--- config.mk ---
export PLATFORM = sky130hd
export DESIGN_NAME = bus_arbiter_rr_flat
export DESIGN_NICKNAME = d
export VERILOG_FILES = /design/src/rtl/bus_arbiter_rr_if.sv /design/src/rtl/bus_arbiter_rr.sv /design/src/flat_wrapper.sv
export SDC_FILE = /design/constraint.sdc
export NUM_CORES = 1
export LEC_CHECK = 0
export BUFFER_PORTS_ARGS = -buffer_cell sky130_fd_sc_hd__buf_2
export CORE_UTILIZATION = 25
export CTS_CLUSTER_DIAMETER = 60
export DETAILED_ROUTE_END_ITERATION = 6
export PLACE_DENSITY = 0.42
export SYNTH_ARGS = -nofsm -noshare
export SYNTH_HDL_FRONTEND = slang
export SYNTH_SLANG_ARGS = --single-unit
export TNS_END_PERCENT = 20
--- constraint.sdc ---
create_clock -name CLK -period 2.3 [get_ports CLK]
set_clock_uncertainty 0.1 [all_clocks]
set_input_delay 0.46 -clock CLK [delete_from_list [all_inputs] [get_ports CLK]]
set_output_delay 0.46 -clock CLK [all_outputs]
set_load 0.01 [all_outputs]
--- src/rtl/bus_arbiter_rr_if.sv ---
// Shared 4-master bus arbitration signals.
// Master side drives the request lines and observes the grants.
// Slave side is the arbiter, which owns the grant, owner ID and status outputs.
interface bus_arbiter_rr_if;
  logic [3:0] BR;       // bus requests, bit i = master i
  logic [3:0] BG;       // one-hot bus grant, zero when the bus is free
  logic [1:0] GNT_ID;   // index of the current or last owner
  logic       BUSY;     // mirrors |BG
  logic       TIMEOUT;  // single-cycle pulse after a preemption

  modport master (
    output BR,
    input  BG,
    input  GNT_ID,
    input  BUSY,
    input  TIMEOUT
  );

  modport slave (
    input  BR,
    output BG,
    output GNT_ID,
    output BUSY,
    output TIMEOUT
  );
endinterface

--- src/rtl/bus_arbiter_rr.sv ---
// Registered round-robin arbiter for the shared 4-master bus.
// A grant is sticky: the owner keeps the bus until it drops its request.
// If other masters are waiting, the owner loses the bus once it has held it
// for MAX_HOLD cycles. Every grant is followed by TURNAROUND dead cycles.
// The search pointer moves past the last owner, so service rotates fairly.
module bus_arbiter_rr #(
  parameter int unsigned MAX_HOLD   = 16,  // grant cycles before preemption (>=1)
  parameter int unsigned TURNAROUND = 1,   // dead cycles after each grant (>=1)
  parameter int unsigned CNT_W      = 5    // hold-counter width, must hold MAX_HOLD
) (
  input  logic             CLK,
  input  logic             RST,
  bus_arbiter_rr_if.slave  bus
);

  localparam logic [1:0] ST_IDLE    = 2'd0;
  localparam logic [1:0] ST_GRANT   = 2'd1;
  localparam logic [1:0] ST_RECOVER = 2'd2;

  localparam int unsigned RCV_W = (TURNAROUND > 1) ? $clog2(TURNAROUND + 1) : 1;

  localparam logic [CNT_W-1:0] HOLD_MAX  = CNT_W'(MAX_HOLD);
  localparam logic [CNT_W-1:0] HOLD_ONE  = CNT_W'(1);
  localparam logic [RCV_W-1:0] RCV_LAST  = RCV_W'(TURNAROUND);
  localparam logic [RCV_W-1:0] RCV_ONE   = RCV_W'(1);

  function automatic logic [3:0] onehot4(input logic [1:0] idx);
    onehot4 = 4'b0001 << idx;
  endfunction

  // State and registered outputs
  logic [1:0]       state_q,    state_d;
  logic [1:0]       ptr_q,      ptr_d;
  logic [CNT_W-1:0] hold_cnt_q, hold_cnt_d;
  logic [RCV_W-1:0] rcv_cnt_q,  rcv_cnt_d;
  logic [3:0]       bg_q,       bg_d;
  logic [1:0]       gnt_id_q,   gnt_id_d;
  logic             busy_q,     busy_d;
  logic             timeout_q,  timeout_d;

  // Arbitration helpers
  logic       win_found;
  logic [1:0] win_idx;
  logic [3:0] owner_oh;
  logic       owner_req;
  logic       others_wait;
  logic       hold_full;

  // Rotating-priority search: first requester at or after the pointer
  always_comb begin : winner_scan
    logic [1:0] cand;
    win_found = 1'b0;
    win_idx   = '0;
    cand      = '0;
    for (int unsigned i = 0; i < 4; i++) begin
      cand = ptr_q + 2'(i);
      if (!win_found && bus.BR[cand]) begin
        win_found = 1'b1;
        win_idx   = cand;
      end
    end
  end

  // Owner status used by the hold/release decision
  always_comb begin
    owner_oh    = onehot4(gnt_id_q);
    owner_req   = bus.BR[gnt_id_q];
    others_wait = |(bus.BR & ~owner_oh);
    hold_full   = (hold_cnt_q == HOLD_MAX);
  end

  // Next-state logic for IDLE / GRANT / RECOVER
  always_comb begin
    state_d    = state_q;
    ptr_d      = ptr_q;
    hold_cnt_d = hold_cnt_q;
    rcv_cnt_d  = rcv_cnt_q;
    bg_d       = bg_q;
    gnt_id_d   = gnt_id_q;
    busy_d     = busy_q;
    timeout_d  = 1'b0;

    case (state_q)
      ST_IDLE: begin
        if (win_found) begin
          bg_d       = onehot4(win_idx);
          gnt_id_d   = win_idx;
          busy_d     = 1'b1;
          hold_cnt_d = HOLD_ONE;
          state_d    = ST_GRANT;
        end
      end

      ST_GRANT: begin
        // A voluntary release takes precedence; TIMEOUT flags only a
        // preemption, i.e. the owner was still requesting when cut off.
        if (!owner_req || (hold_full && others_wait)) begin
          bg_d      = '0;
          busy_d    = 1'b0;
          ptr_d     = gnt_id_q + 2'd1;
          rcv_cnt_d = RCV_ONE;
          timeout_d = owner_req;
          state_d   = ST_RECOVER;
        end else if (!hold_full) begin
          hold_cnt_d = hold_cnt_q + HOLD_ONE;
        end
      end

      ST_RECOVER: begin
        // Requests are ignored here; they are sampled again once in IDLE.
        if (rcv_cnt_q == RCV_LAST) begin
          rcv_cnt_d = '0;
          state_d   = ST_IDLE;
        end else begin
          rcv_cnt_d = rcv_cnt_q + RCV_ONE;
        end
      end

      default: begin
        bg_d    = '0;
        busy_d  = 1'b0;
        state_d = ST_IDLE;
      end
    endcase
  end

  // State registers; synchronous reset aborts any active grant
  always_ff @(posedge CLK) begin
    if (RST) begin
      state_q    <= ST_IDLE;
      ptr_q      <= '0;
      hold_cnt_q <= '0;
      rcv_cnt_q  <= '0;
      bg_q       <= '0;
      gnt_id_q   <= '0;
      busy_q     <= 1'b0;
      timeout_q  <= 1'b0;
    end else begin
      state_q    <= state_d;
      ptr_q      <= ptr_d;
      hold_cnt_q <= hold_cnt_d;
      rcv_cnt_q  <= rcv_cnt_d;
      bg_q       <= bg_d;
      gnt_id_q   <= gnt_id_d;
      busy_q     <= busy_d;
      timeout_q  <= timeout_d;
    end
  end

  assign bus.BG      = bg_q;
  assign bus.GNT_ID  = gnt_id_q;
  assign bus.BUSY    = busy_q;
  assign bus.TIMEOUT = timeout_q;

endmodule
--- src/flat_wrapper.sv ---
// flat-port wrapper written by rule: the top's interface ports become plain ports
module bus_arbiter_rr_flat 
#(
  parameter int unsigned MAX_HOLD   = 16,                                         
  parameter int unsigned TURNAROUND = 1,                                        
  parameter int unsigned CNT_W      = 5                                             
)
  (CLK, RST, bus_BR, bus_BG, bus_GNT_ID, bus_BUSY, bus_TIMEOUT);
  bus_arbiter_rr_if bus_i ();
  input  logic CLK;
  input  logic RST;
  input wire logic [$bits(bus_i.BR)-1:0] bus_BR;
  output wire logic [$bits(bus_i.BG)-1:0] bus_BG;
  output wire logic [$bits(bus_i.GNT_ID)-1:0] bus_GNT_ID;
  output wire logic [$bits(bus_i.BUSY)-1:0] bus_BUSY;
  output wire logic [$bits(bus_i.TIMEOUT)-1:0] bus_TIMEOUT;
  assign bus_i.BR = bus_BR;
  assign bus_BG = bus_i.BG;
  assign bus_GNT_ID = bus_i.GNT_ID;
  assign bus_BUSY = bus_i.BUSY;
  assign bus_TIMEOUT = bus_i.TIMEOUT;
  bus_arbiter_rr #(.MAX_HOLD(MAX_HOLD), .TURNAROUND(TURNAROUND), .CNT_W(CNT_W)) u_core (.CLK(CLK), .RST(RST), .bus(bus_i));
endmodule
* Yosys cells after proc, flatten, opt, wreduce, memory -nomap -nowiden
Cells that the tools add are included.
Operators by class: $add $sub $neg 6, order comparisons 5, eq/ne operators 8, shifts and indexed selects 2, multiplexer cells 35, bitwise operators 5, reduce and logical (&&, ||, !) cells 20
Operator list (number):
- 2-bit by 3-bit < comparator with 1-bit output (second input constant) | 5
- 5-bit 2-to-1 mux | 3
- 2-bit 2-to-1 mux | 7
- 1-bit 2-to-1 mux | 13
- 4-bit one-hot mux with 3 select lines | 1
- 1-bit binary-select mux with 2-bit select | 5
- 5-bit one-hot mux with 2 select lines | 1
- 4-bit 2-to-1 mux | 2
- 1-bit by 2-bit << shifter with 4-bit output (first input constant) | 2
- 2-bit by 1-bit != test with 1-bit output (second input constant) | 3
- 2-bit one-hot mux with 3 select lines | 1
- 2-bit AND reduction | 3
- 3-bit AND reduction | 2
- 5-bit by 1-bit adder with 5-bit output (second input constant) | 1
- 5-bit equality test (second input constant) | 1
- 2-bit by 1-bit adder with 2-bit output (second input constant) | 2
- 2-bit adder (second input constant) | 2
- 4-bit bitwise AND | 1
- 1-bit logical AND | 4
- 1-bit zero test | 4
- 2-bit != test (second input constant) | 2
- 4-bit NOT | 1
- 4-bit AND reduction | 1
- 2-bit nonzero test | 2
- other kinds (10) | 12
Storage, ports and cells: register bits after elaboration 18, input port bits 6, output and inout bits 8, logic and storage cells 89

* Depth between registers and ports, before layout
Gate-level depths: netlist (run 1).
depth after elaboration 15, gate-level depth with buffers 6, mapped depth without buffers 6

* Least setup slack after synthesis (run 1)
OpenSTA, ideal clock, no wires.
path type register to register, start point register u_core.gnt_id_q[1] (netlist: u_core.bus.GNT_ID[1]), end point register u_core.ptr_q[0], library setup time 0.121 ns, arrival time 1.715 ns, required time 2.079 ns, path slack 0.364 ns, cell stages (with the launch flop) 7, buffers on the path 0, period minus slack after synthesis 1.936 ns, cell sequence dfxtp_1 inv_1 ha_1 nand2b_1 a41o_1 a21boi_1 mux2_2
Between the ends: cells in the longest elaborated chain, start to end 7
RTL lines:
- start: declaration | RTL line bus_arbiter_rr.sv:37 | logic [1:0] gnt_id_q, gnt_id_d;
- start signal: assignment | RTL line bus_arbiter_rr.sv:144 | gnt_id_q <= gnt_id_d;
- 1-bit by 2-bit << shifter with 4-bit output | RTL line bus_arbiter_rr.sv:28 | onehot4 = 4'b0001 << idx;
- 4-bit NOT | RTL line bus_arbiter_rr.sv:68 | others_wait = |(bus.BR & ~owner_oh);
- 4-bit bitwise AND | RTL line bus_arbiter_rr.sv:68
- 4-bit OR reduction | RTL line bus_arbiter_rr.sv:68
- 1-bit logical AND | RTL line bus_arbiter_rr.sv:97 | if (!owner_req || (hold_full && others_wait)) begin
- 1-bit logical OR * | RTL line bus_arbiter_rr.sv:97
- 2-bit AND reduction (no source line) *
- end signal: assignment | RTL line bus_arbiter_rr.sv:140 | ptr_q <= ptr_d;
- end: declaration | RTL line bus_arbiter_rr.sv:33 | logic [1:0] ptr_q, ptr_d;
Mark *: on every way between the ends. The rest lies on a longest branch, timed or not. The select of a mux whose other input is x is not followed. A chain may end at the register's enable or synchronous reset.

* Worst setup path after layout (run 1)
Ends and elaborated chain as after synthesis.

==> impl_metrics.toml, run 1 <==
[status]
outcome = "complete, no violations"

[synthesis]
post_synthesis_average_cell_area_um2 = 9.07
synth_edf_count = 0
asyncSetResetFlopFracSynth_pct = 0
synth_cell_types = 43
synthesis.area_um2 = 1060
synthesis.nets = 129
synth_warnings = 0
syn_inst = 117
synth_seq_cells = 18
postSynth.topFlopCell = "dfxtp_1"
synth_seq_area_share_pct = 34.0

[timing]
max_fclk_ghz = 0.487
fin_setup_tns_ps = 0
timing.final.setup_violations = 0
timing.final.hold_violations = 0
report.final.slew_viol_count = 0
post-route-worst-setup-slack_ps = 245
tightest_slew_ps = 435
min_period_ps = 2060
max_slew_margin_pct = 71.0
layout_worst_path_cycle_share_pct = 89.4
final.hold.worst_slack_ps = 389
rsz0062_at_grt = "no"

[drt]
route.detailed.wl_per_inst_um = 13.4
vias_per_cell = 4.86
vias = 884
ant_nets = 0
drt_first_pass_iters = 4
drt_drc_violations_left = 0
dr.first_iter.drc_count = 22
routed_wl_um = 2450

[layout]
layout_commonest_cell = "dfxtp_1"
layout.cells.most_common_list = "dfxtp_1 (18), buf_2 (13), nand2b_1 (11)"
layout.nets = 146
regArea_um2 = 360
layout-area-overhead-vs-synth_pct = 16.5
finalNonFillerCells = 182
n_diodes = 0
fillCellCount = 437
multi_input_combinational_cell_area_um2 = 666
layout-drive-gt1-share_pct = 22.7
post-route-cell-area_um2 = 1240

[clock_network]
holdBufCountCts = 0
clock_tree.htree_level_count = 1
clock_transition_at_path_regs_ps = 70
buffer_depth_of_the_longest_clock_path = 2
clock_tree_from_tritoncts = "built"
clock_latency_on_the_worst_skew_pair_ps = 250
cts_root_buffer = "clkbuf_8"
post_cts_resize_count = 0
cts_inserted_buffers = 3
post-cts-setup-buffers = 0
cts.sinks = 18

[hold_path]
hold_depth = 2
min-delay-path-class = "register to register"

[floorplanning]
dieWidth_um = 67.1
die_area_um2 = 4510
design.portCount = 14
die_h_um = 67.1
start_util_pct = 26.3
placement_rows = 23
coreArea_um2 = 4030

[worst_setup_path]
worst_setup_path_start_kind = "register"
largest_fanout_of_any_net_on_the_critical_path = 8
timing.critical_path.to_type = "register"
required_ps = 2340
rr_worst_depth = 6
path_class = "register to register"
arrival_ps = 2100

[grt]
vias_in_the_first_global_route = 897
globalRouteTotalUtil_pct = 12.7
grt_first_pass_wirelength_um = 4240
largest_net_degree_at_the_start_of_global_routing = 27
grt_antenna_before_repair = 0
grt-ovfl-total = 0

[place]
portBuffers = 13
placedCellCount = 179
gpl.final_weighted_congestion = 0.693
detailedPlacementHpwl_um = 1800
place_worst_setup_slack_ps = 252
post_dp_cell_area_um2 = 1190

[pwr]
cellLeakagePower_nw = 0.465
vdd_drop_max_uv = 233
power_per_cell_area_nw_per_um2 = 647

[flow_run]
maxCapViolations = 0
[cell families after synthesis]
| logic type | share of synthesized area [%] |
|---|---|
| xor+xnor | 0.826 |
| mux | 8.14 |
| flops | 34.0 |
| buf+inv | 3.30 |
| simple gates | 27.6 |
| compound gates | 19.1 |
| fa+ha+maj | 7.08 |
[area by class of cell]
type	count	share of cell area, %
Multi-Input combinational cell	90	53.8
Sequential cell	18	29.1
Clock buffer	3	3.34
Tap cell	50	5.06
Inverter	5	1.52
Timing Repair Buffer	16	7.08
[Yosys cell counts (all sizes together) (2+ instances only)]
library cell / number / area (um^2)
nand2b: 11 / 68.8
o32ai: 4 / 35.0
clkbuf: 2 / 7.51
buf: 2 / 8.75
ha: 6 / 75.1
or2: 2 / 12.5
nor2: 4 / 15.0
nand2: 4 / 15.0
nor3: 4 / 25.0
a21boi: 2 / 15.0
o21ai: 3 / 15.0
mux2: 3 / 33.8
a21oi: 7 / 35.0
nor3b: 3 / 22.5
or3: 3 / 18.8
nand4: 3 / 18.8
inv: 5 / 18.8
mux2i: 3 / 30.0
nor2b: 6 / 37.5
dfxtp: 18 / 360
a211oi: 2 / 15.0
o21bai: 2 / 15.0
[path summary, 6_finish.rpt]
check	to	from	slack, ps
worst max-delay path	u_core.ptr_q[0]	u_core.bus.GNT_ID[1]	240
worst min-delay path	u_core.bus.BG[2]	u_core.bus.BG[2]	390
worst max register to register	u_core.ptr_q[0]	u_core.bus.GNT_ID[1]	240
worst min register to register	u_core.bus.BG[2]	u_core.bus.BG[2]	390
[power breakdown]
group	leakage, nW	switching, mW	internal (mW)
Sequential	0.147	0.0341	0.340
Combinational	0.297	0.109	0.0970
Clock	0.0216	0.103	0.116
[stage by stage]
step | util [%] | power (mW)
5_1_grt | 30.7 | 0.856
3_3_place_gp | 29.7 | 0.584
4_1_cts | 30.7 | 0.810
3_5_place_dp | 29.7 | 0.587
2_1_floorplan | - | 0.514
6_report | 30.7 | 0.799
[critical path, stage by stage (launching register included)]
cell      delay [ps]
dfxtp_1          520
inv_1            110
ha_1             180
nand2b_1         140
a41o_1           280
a21boi_1         260
mux2_2           360
[routing by layer]
layer | routed length [um] | share of wire, % | vias up | GRT usage, %
met2 | 1180 | 48 | 8 | 21.4
met3 | 60 | 2.5 | 2 | 2.70
met5 | 0 | 0 | - | 0
met4 | 11 | 0.45 | 0 | 3.99
met1 | 1200 | 49 | 413 | 16.2
li1 | - | - | 461 | -
[state kept, by name, summed over array words and instances, names as in the netlist]
register            cells
u_core.bus.BUSY         1
u_core.bus.GNT_ID       2
u_core.rcv_cnt_q        1
u_core.hold_cnt_q       5
u_core.bus.TIMEOUT      1
u_core.ptr_q            2
u_core.bus.BG           4
u_core.state_q          2
Power figures use the tool's default switching activity.
==> inputs of run 2 (changes only) <==
- CORE_UTILIZATION: 25 -> 55
- PLACE_DENSITY: 0.42 -> 0.78
- REMOVE_ABC_BUFFERS: unset -> 1
==> run 2 against run 1 <==
  * Cell area is 3.5% lower
  * Clock power decreased by 8%
  * Routed wire length shrank 5.2%
  * Critical endpoint unchanged
  * Critical path depth unchanged
  * Sequential power about the same
  * First-iteration DRC count increased by 18%
  * Highest routed layer unchanged
==> impl_metrics.toml, run 2 (synthesized netlist as in run 1, its figures left out) <==
[timing]
rsz0062_at_grt = "no"
max_fclk_ghz = 0.478
tightest_slew_ps = 403
timing.final.hold_violations = 0
max_slew_margin_pct = 73.2
min_period_ps = 2090
report.final.slew_viol_count = 0
layout_worst_path_cycle_share_pct = 90.9
timing.final.setup_violations = 0
final.hold.worst_slack_ps = 385
fin_setup_tns_ps = 0

[place]
post_dp_cell_area_um2 = 1160
gpl.final_weighted_congestion = 0.857
portBuffers = 13
detailedPlacementHpwl_um = 1660

[grt]
grt_first_pass_wirelength_um = 3840
vias_in_the_first_global_route = 895
largest_net_degree_at_the_start_of_global_routing = 27
grt_antenna_before_repair = 0
globalRouteTotalUtil_pct = 26.0
grt-ovfl-total = 0

[drt]
vias_per_cell = 5.95
drt_first_pass_iters = 4
route.detailed.wl_per_inst_um = 14.8
vias = 934
ant_nets = 0
routed_wl_um = 2320
drt_drc_violations_left = 0
dr.first_iter.drc_count = 26

[floorplanning]
die_h_um = 45.9
dieWidth_um = 45.9
coreArea_um2 = 1760
die_area_um2 = 2110
placement_rows = 15
design.portCount = 14
start_util_pct = 60.1

[clock_network]
clock_tree_from_tritoncts = "built"
holdBufCountCts = 0
cts_root_buffer = "clkbuf_4"
cts.sinks = 18
clock_transition_at_path_regs_ps = 120
buffer_depth_of_the_longest_clock_path = 2
clock_tree.htree_level_count = 1
cts_inserted_buffers = 3
post-cts-setup-buffers = 0
clock_latency_on_the_worst_skew_pair_ps = 300
post_cts_resize_count = 0

[worst_setup_path]
arrival_ps = 2200
timing.critical_path.to_type = "register"
path_class = "register to register"
required_ps = 2410
worst_setup_path_start_kind = "register"
largest_fanout_of_any_net_on_the_critical_path = 9

[layout]
layout-drive-gt1-share_pct = 22.7
layout.nets = 145
post-route-cell-area_um2 = 1190
max_flop_register = "u_core.hold_cnt_q"
layout-area-overhead-vs-synth_pct = 12.4
layout_commonest_cell = "dfxtp_1"
utilization_pct = 67.6
layout.cells.most_common_list = "dfxtp_1 (18), buf_2 (13), nand2b_1 (11)"
n_diodes = 0
largest_register_ff_count = 5
fillCellCount = 154

[status]
outcome = "complete, no violations"

[pwr]
cellLeakagePower_nw = 0.460
power_per_cell_area_nw_per_um2 = 653
vdd_drop_max_uv = 349

[hold_path]
min-delay-path-class = "register to register"

[flow_run]
maxCapViolations = 0
[run 2: cell count changes in the layout (fill, tap and decap cells not counted)]
cell      change
clkbuf_4      +3
clkbuf_8      -2
buf_4         -1
[run 2: per-stage QoR]
| stage | total power [mW] | cells | setup slack, ps |
|---|---|---|---|
| 2_1_floorplan | 0.507 | 113 | 364 |
| 3_3_place_gp | 0.570 | 153 | 335 |
| 3_5_place_dp | 0.580 | 153 | 267 |
| 4_1_cts | 0.778 | 157 | 230 |
| 5_1_grt | 0.823 | 157 | 155 |
| 6_report | 0.778 | 157 | 209 |
[run 2: cell type report]
cell class	instances	area (um^2)	share of cell area (%)
inverter	5	18.8	1.57
multi-input combinational	90	666	55.8
tap	25	31.3	2.62
clock buffer	4	36.3	3.04
sequential	18	360	30.2
timing repair buffer	15	80.1	6.72
[run 2: power breakdown]
group	leakage (nW)	internal (mW)	switching [mW]
Combinational	0.292	0.0924	0.109
Sequential	0.147	0.340	0.0348
Clock	0.0210	0.0965	0.106
Total	0.460	0.529	0.249
[run 2: path summary, 6_finish.rpt]
kind | start | end | slack [ps] | cells after the start
setup reg to reg | u_core.bus.GNT_ID[0] | u_core.ptr_q[0] | 210 | 6
hold reg to reg | u_core.bus.BG[1] | u_core.bus.BG[1] | 380 | 2
setup / recovery | u_core.bus.GNT_ID[0] | u_core.ptr_q[0] | 210 | 6
hold / removal | u_core.bus.BG[1] | u_core.bus.BG[1] | 380 | 2
[run 2: critical path, stage by stage, from the launching register on]
cell	delay, ps
dfxtp_1	540
inv_1	140
ha_1	210
nand2b_1	130
a41o_1	250
a21boi_1	260
mux2_2	360
[run 2: metal layers]
metal	GRT usage [%]	part of all wire [%]	up-vias
met4	15.3	3.1	0
li1	-	-	459
met1	32.4	43	441
met2	42.3	50	26
met5	0	0	-
met3	3.57	4.1	8
